<file path="src/rtl/loader_pkg.sv">
// Shared types and constants for the boot-time program loader.
// Holds the FSM state encoding and the stream section codes.
package loader_pkg;

  typedef enum logic [2:0] {
    S_SECT,
    S_CNT_HI,
    S_CNT_LO,
    S_PAYLOAD,
    S_DONE,
    S_ERR
  } state_e;

  localparam logic [7:0] SEC_TEXT = 8'h01;
  localparam logic [7:0] SEC_DATA = 8'h02;
  localparam logic [7:0] SEC_END  = 8'hFF;

  localparam int unsigned BYTES_PER_WORD = 4;

endpackage

</file>
<file path="src/rtl/program_loader_byte_packer.sv">
// Assembles four MSB-first stream bytes into a 32-bit word.
// word/word_valid are combinational on the 4th byte so the caller can register the write.
module byte_packer
  import loader_pkg::*;
(
  input  logic        clk,
  input  logic        reset,
  input  logic        clear,
  input  logic        byte_valid,
  input  logic [7:0]  byte_in,
  output logic [31:0] word,
  output logic        word_valid
);

  localparam logic [1:0] LAST_IDX = 2'(BYTES_PER_WORD - 1);

  logic [1:0]  byte_idx_q;
  logic [23:0] shift_q;

  always_ff @(posedge clk) begin
    if (!reset || clear) begin
      byte_idx_q <= 2'd0;
      shift_q    <= 24'd0;
    end else if (byte_valid) begin
      byte_idx_q <= byte_idx_q + 2'd1;
      shift_q    <= {shift_q[15:0], byte_in};
    end
  end

  assign word       = {shift_q, byte_in};
  assign word_valid = byte_valid && (byte_idx_q == LAST_IDX);

endmodule

</file>
<file path="src/rtl/program_loader.sv">
// Framed byte-stream loader that writes text/data words for the core and holds it idle
// until the end-of-image marker arrives.
module program_loader
  import loader_pkg::*;
#(
  parameter logic [31:0] TEXT_BASE = 32'h0040_0000,
  parameter logic [31:0] DATA_BASE = 32'h1001_0000,
  parameter int unsigned MAX_WORDS = 1024
) (
  input  logic        clk,
  input  logic        reset,
  input  logic [7:0]  in_data,
  input  logic        in_valid,
  output logic        in_ready,
  output logic        mem_we,
  output logic        mem_sel,
  output logic [31:0] mem_addr,
  output logic [31:0] mem_wdata,
  output logic        cpu_run,
  output logic        done,
  output logic        error,
  output logic [15:0] words_loaded
);

  state_e      state_q;
  logic        sel_q;
  logic [31:0] base_q;
  logic [7:0]  cnt_hi_q;
  logic [15:0] count_q;
  logic [15:0] word_idx_q;

  logic        accept;
  logic [15:0] count_next;
  logic        packer_clear;
  logic        packer_valid;
  logic [31:0] word;
  logic        word_valid;

  assign accept       = in_valid && in_ready;
  assign count_next   = {cnt_hi_q, in_data};
  assign packer_clear = accept && (state_q == S_CNT_LO);
  assign packer_valid = accept && (state_q == S_PAYLOAD);

  byte_packer u_byte_packer (
    .clk        (clk),
    .reset      (reset),
    .clear      (packer_clear),
    .byte_valid (packer_valid),
    .byte_in    (in_data),
    .word       (word),
    .word_valid (word_valid)
  );

  always_ff @(posedge clk) begin
    if (!reset) begin
      state_q      <= S_SECT;
      sel_q        <= 1'b0;
      base_q       <= 32'd0;
      cnt_hi_q     <= 8'd0;
      count_q      <= 16'd0;
      word_idx_q   <= 16'd0;
      in_ready     <= 1'b0;
      mem_we       <= 1'b0;
      mem_sel      <= 1'b0;
      mem_addr     <= 32'd0;
      mem_wdata    <= 32'd0;
      cpu_run      <= 1'b0;
      done         <= 1'b0;
      error        <= 1'b0;
      words_loaded <= 16'd0;
    end else begin
      mem_we <= 1'b0;
      // Terminal states keep in_ready low; transitions into them override below.
      if (state_q != S_DONE && state_q != S_ERR) begin
        in_ready <= 1'b1;
      end
      if (accept) begin
        case (state_q)
          S_SECT: begin
            case (in_data)
              SEC_TEXT: begin
                sel_q   <= 1'b0;
                base_q  <= TEXT_BASE;
                state_q <= S_CNT_HI;
              end
              SEC_DATA: begin
                sel_q   <= 1'b1;
                base_q  <= DATA_BASE;
                state_q <= S_CNT_HI;
              end
              SEC_END: begin
                state_q  <= S_DONE;
                done     <= 1'b1;
                cpu_run  <= 1'b1;
                in_ready <= 1'b0;
              end
              default: begin
                state_q  <= S_ERR;
                error    <= 1'b1;
                in_ready <= 1'b0;
              end
            endcase
          end
          S_CNT_HI: begin
            cnt_hi_q <= in_data;
            state_q  <= S_CNT_LO;
          end
          S_CNT_LO: begin
            if (count_next == 16'd0) begin
              state_q <= S_SECT;
            end else if (32'(count_next) > MAX_WORDS) begin
              state_q  <= S_ERR;
              error    <= 1'b1;
              in_ready <= 1'b0;
            end else begin
              count_q    <= count_next;
              word_idx_q <= 16'd0;
              state_q    <= S_PAYLOAD;
            end
          end
          S_PAYLOAD: begin
            if (word_valid) begin
              mem_we    <= 1'b1;
              mem_sel   <= sel_q;
              mem_addr  <= base_q + {14'd0, word_idx_q, 2'b00};
              mem_wdata <= word;
              if (words_loaded != 16'hFFFF) begin
                words_loaded <= words_loaded + 16'd1;
              end
              if (word_idx_q == count_q - 16'd1) begin
                state_q <= S_SECT;
              end else begin
                word_idx_q <= word_idx_q + 16'd1;
              end
            end
          end
          default: ;
        endcase
      end
    end
  end

endmodule

</file>
<file path="config.mk">
export PLATFORM = sky130hd
export DESIGN_NAME = program_loader
export DESIGN_NICKNAME = d
export VERILOG_FILES = /design/src/rtl/loader_pkg.sv /design/src/rtl/program_loader_byte_packer.sv /design/src/rtl/program_loader.sv
export SDC_FILE = /design/constraint.sdc
export NUM_CORES = 1
export LEC_CHECK = 0
export BUFFER_PORTS_ARGS = -buffer_cell sky130_fd_sc_hd__buf_2
export CAP_MARGIN = 20
export CORE_ASPECT_RATIO = 0.6
export CORE_MARGIN = 5
export CORE_UTILIZATION = 35
export CTS_CLUSTER_SIZE = 25
export DETAILED_ROUTE_END_ITERATION = 8
export GPL_ROUTABILITY_DRIVEN = 0
export PLACE_DENSITY_LB_ADDON = 0.15
export SKIP_LAST_GASP = 1
export SYNTH_ARGS = -nofsm -noshare
export SYNTH_HDL_FRONTEND = slang
export SYNTH_SLANG_ARGS = --single-unit
</file>
<file path="constraint.sdc">
create_clock -name clk -period 3.35 [get_ports clk]
set_input_delay 0.335 -clock clk [delete_from_list [all_inputs] [get_ports clk]]
set_output_delay 0.335 -clock clk [all_outputs]
set_load 0.02 [all_outputs]
</file>
* After elaboration in Yosys (flattened, before gate mapping) *
Cells that the tools add are included.

cells by class
  shift operators = 0
  divide/modulo/power cells = 0
  $mul = 0
  bitwise operators = 2
  mux-type cells = 24
  eq/ne operators = 18
  reduce and logical (&&, ||, !) cells = 25
  $add $sub $neg = 5
  order comparisons = 1

operators with widths
  operator               number
  $mux 16                4
  $pmux 32 s2            1
  $add 16x1->16 const B  2
  $add 32x18->32         1
  $pmux 16 s2            1
  $eq 16x16->1           1
  $gt 16x11->1 const B   1
  $logic_not 16->1       1
  $ne 16x16->1 const B   1
  $sub 16x1->16 const B  1
  $mux 3                 4
  $pmux 3 s4             1
  $reduce_and 3->1       4
  $reduce_and 4->1       3
  $mux 1                 9
  $eq 8x1->1 const B     1
  $eq 8x2->1 const B     1
  $eq 8x8->1 const B     1
  $ne 2x2->1 const B     4
  $eq 3x2->1 const B     2
  $ne 2x1->1 const B     3
  $ne 3x3->1 const B     2
  $pmux 1 s2             3
  $pmux 3 s2             1
  15 further kinds       22

storage, ports and cells
  word-level logic and storage cells = 91
  bits in read-only memories = 0
  memories kept = 0
  bits in registers = 187
  RAM bits = 0
  output and inout bits = 86
  bits in latches = 0

* Depth between registers and ports, before layout *
  depth after elaboration = 7
  gate-level depth with buffers = 12

* Hierarchy *
From an unflattened synthesis, not the netlist that was laid out.

second synthesis, totals
  cell total of the unflattened synthesis = 741
  area, all modules = 6670.1 um2

by module, submodules not included
  module          times used  cells each  area each (um2)
  program_loader  1           646         5622.9
  byte_packer     1           95          1047.3

* Worst setup path after synthesis *
No wires, ideal clock.

  kind = register -> register
  start = register count_q[0]
  end = register word_idx_q[6]
  path buffers = 2
  period minus slack after synthesis = 2.683 ns
  setup time = 0.070 ns
  stages on the path, launching flop included = 13
  slack = 0.667 ns
  arrival time = 2.614 ns
  path through = dfxtp_1 -> inv_1 -> ha_1 -> or4b_1 -> buf_2 -> o311ai_2 -> o32ai_1 -> nand2b_1 -> and4_1 -> buf_6 -> a21o_1 -> or3_1 -> a21oi_1

between the ends
  word-level cells in the longest chain between the ends = 4

RTL lines
  what                               RTL line               source
  start: declaration                 program_loader.sv:29   logic [15:0] count_q;
  start signal: assignment           program_loader.sv:116  count_q <= count_next;
  $sub 16x1->16                      program_loader.sv:130  if (word_idx_q == count_q - 16'd1) begin
  $eq 16x16->1                       program_loader.sv:130
  $ne 2x2->1 (no source line)        --
  $reduce_and 6->1 (no source line)  --
  end signal: assignment             program_loader.sv:133  word_idx_q <= word_idx_q + 16'd1;
  end: declaration                   program_loader.sv:30   logic [15:0] word_idx_q;

No other way between the ends.
A chain may end at the register's enable or synchronous reset.

* Worst setup path after layout *
Ends and elaborated chain as after synthesis.

==> results.toml <==
[outcome]
status = "finished clean"

[detailed_routing]
drc = 0
drt-vias-per-instance = 4.91
num_vias = 5453
wl_per_cell_um = 15.5
dr.pass1.iters = 5
ant_nets = 0
routed_wl_mm = 17.2
initialDrtViolationCount = 440

[timing]
min_period_ns = 2.95
clock_skew_ns = 0.00902
final.setup.tns_ns = 0
fmax_ghz = 0.339
hold_ws_ns = 0.239
period_share_pct = 88.0
slew-limit-headroom_pct = 37.0
hold_violations = 0
final_max_slew_viol_count = 0
setup_viol = 0
rsz0062_at_grt = "no"
tightest_slew_ns = 0.942

[setup_path]
worstSetupPathType = "register to register"
worstPathRequired_ns = 3.69
worst_ep_arrival_time_ns = 3.29
cp_max_fo = 7
end_kind = "register"
worstSetupStartpointType = "register"

[global_routing]
groute.usage.overall_pct = 16.2
antenna_found_initial = 0
grt_pass1_wl_mm = 28.0
grt_pass1_vias = 5039
grt_max_degree = 64
grt-ovfl-total = 0

[power_and_ir_drop]
internal-power_w = 0.00296
clkPwrFrac_pct = 50.6
p_seq_share_pct = 44.7
peakVddDrop_v = 0.000359
p_per_area_nw_per_um2 = 499
switching_share_pct = 22.8
switching_power_w = 0.000874
pwr-share-comb_pct = 4.6
leakagePower_nw = 2.91

[clock_network]
cts.sinks = 142
cts.htree.levels = 4
cts_buffer_depth = 2
postCtsHoldBufs = 0
cts.repair_timing.setup_buffer_count = 0
cts_resized = 0
clock_latency_ns = 0.42
cts-buffers-inserted = 17
root_buffer = "clkbuf_16"
cts_tree = "yes"
clk_transition_reported_paths_ns = 0.06

[die]
dieArea_um2 = 21800
core_area_um2 = 18300
initial_core_util_pct = 36.1
die_w_um = 187
die_h_um = 116
io_pins = 97
placementRows = 38

[placed_design]
hpwl_mm = 12.2
io_buffers = 83

[yosys]
ys_ff_latch = 142
synth_edf_count = 0
yosysWarnings = 0
ys_types = 68
netlist_instances = 796
yosysTopAreaCell = "dfxtp_1"
ys.flop_type = "dfxtp_1"
netlist_area_um2 = 6610
yosysSeqAreaShare_pct = 43.0
synth_top_area_share_pct = 43.0
syn_avg_cell_area_um2 = 8.30
synthTopCellsByArea = "dfxtp_1 43%, nand2_1 12%, a21boi_0 7.8%"
synth_common_cells = "210 x nand2_1, 142 x dfxtp_1, 69 x a21boi_0"
synthArstFlopShare_pct = 0
synth_most_common_cell = "nand2_1"

[cells_and_area]
nNetsFinal = 874
final_layout_size_suffix_gt1_share_pct = 16.6
area_growth_pct = 16.3

[min_path]
hold_class = "input port to register"

[job]
cap_violations = 0
## kinds of logic after synthesis
logic type | count (synthesis) | share of synthesized area (%)
adder cells (fa/ha/maj) | 6 | 1.14
buffers and inverters | 79 | 6.61
AO/OA/AOI/OAI | 164 | 17.1
other | 1 | 0.0568
AND/OR/NAND/NOR | 357 | 25.6
XOR/XNOR | 35 | 4.64
flip-flops | 142 | 43.0
multiplexers | 12 | 1.82
## state kept, by name (all words and copies together) (netlist names)
signal                    count
cnt_hi_q                      8
u_byte_packer.shift_q        24
mem_addr                     19
words_loaded                 16
mem_we                        1
base_q                        2
mem_wdata                    32
u_byte_packer.byte_idx_q      2
count_q                      16
word_idx_q                   16
state_q                       3
error                         1
in_ready                      1
done                          1
## worst max-delay path: stages (launching register included)
cell and delay, ns:
dfxtp_1 0.38, inv_1 0.09, ha_1 0.22, or4b_1 0.62
o311ai_2 0.27, o32ai_1 0.12, nand2b_1 0.17, and4_1 0.25
a21o_1 0.26, or3_1 0.35, a21oi_1 0.14
## cell type report
class                           instances  area [µm²]
Clock buffer                           20         447
Sequential cell                       142        2840
Fill cell                            1886       10600
Inverter                               16        60.1
Tap cell                              240         300
Antenna cell                            1        2.50
Multi-Input combinational cell        587        3380
Timing Repair Buffer                   93         490
Clock inverter                         12         160
## metal layers
metal	vias up	track usage, %	part of all wire [%]
met5	-	0	0
met4	0	5.17	0.75
met3	9	4.75	7.7
met2	148	19.8	34
met1	2491	26.0	58
li1	2805	-	-
## cells in the final DEF, fill, tap and decap left out, drive strengths merged, types with 9 or more instances in the layout
cell	n
buf	93
inv	18
nand2	210
conb	13
nor4	12
and2	15
mux2i	12
nor2	22
or3	10
and3	12
xor2	15
o21ai	16
a21boi	69
nor2b	15
xnor2	20
nand3	12
nor3	9
clkbuf	20
dfxtp	142
a21oi	45
nand4	15
## metrics by stage
step	utilization (%)	worst slack [ns]	total power, W	cells	cell area (µm²)
floorplan	-	0.667	0.00189	808	6650
global route	41.9	0.154	0.00398	1110	7680
global placement	38.6	0.472	0.00193	1078	7070
CTS	41.9	0.421	0.00388	1110	7680
finish	42.0	0.403	0.00383	1111	7680
detailed placement	38.6	0.443	0.00193	1078	7070
## power by group through the flow
stage | Sequential (W) | Combinational, W | Clock [W]
CTS | 0.00171 | 0.000176 | 0.00199
finish | 0.00171 | 0.000178 | 0.00194
floorplan | 0.00175 | 0.000140 | 0
global placement | 0.00175 | 0.000177 | 0
global route | 0.00171 | 0.000194 | 0.00207
detailed placement | 0.00175 | 0.000175 | 0
## worst paths after layout
kind	startpoint	slack, ns	endpoint	cells past startpoint
setup / recovery	count_q[0]$_SDFFE_PN0P_	0.40	word_idx_q[6]$_SDFFE_PN0P_	10
hold / removal	in_data[4]	0.24	u_byte_packer.shift_q[4]$_SDFFE_PP0P_	3
setup reg to reg	count_q[0]$_SDFFE_PN0P_	0.40	word_idx_q[6]$_SDFFE_PN0P_	10
hold reg to reg	u_byte_packer.shift_q[23]$_SDFFE_PP0P_	0.46	u_byte_packer.shift_q[23]$_SDFFE_PP0P_	2
(Power assumes the default switching activity.)
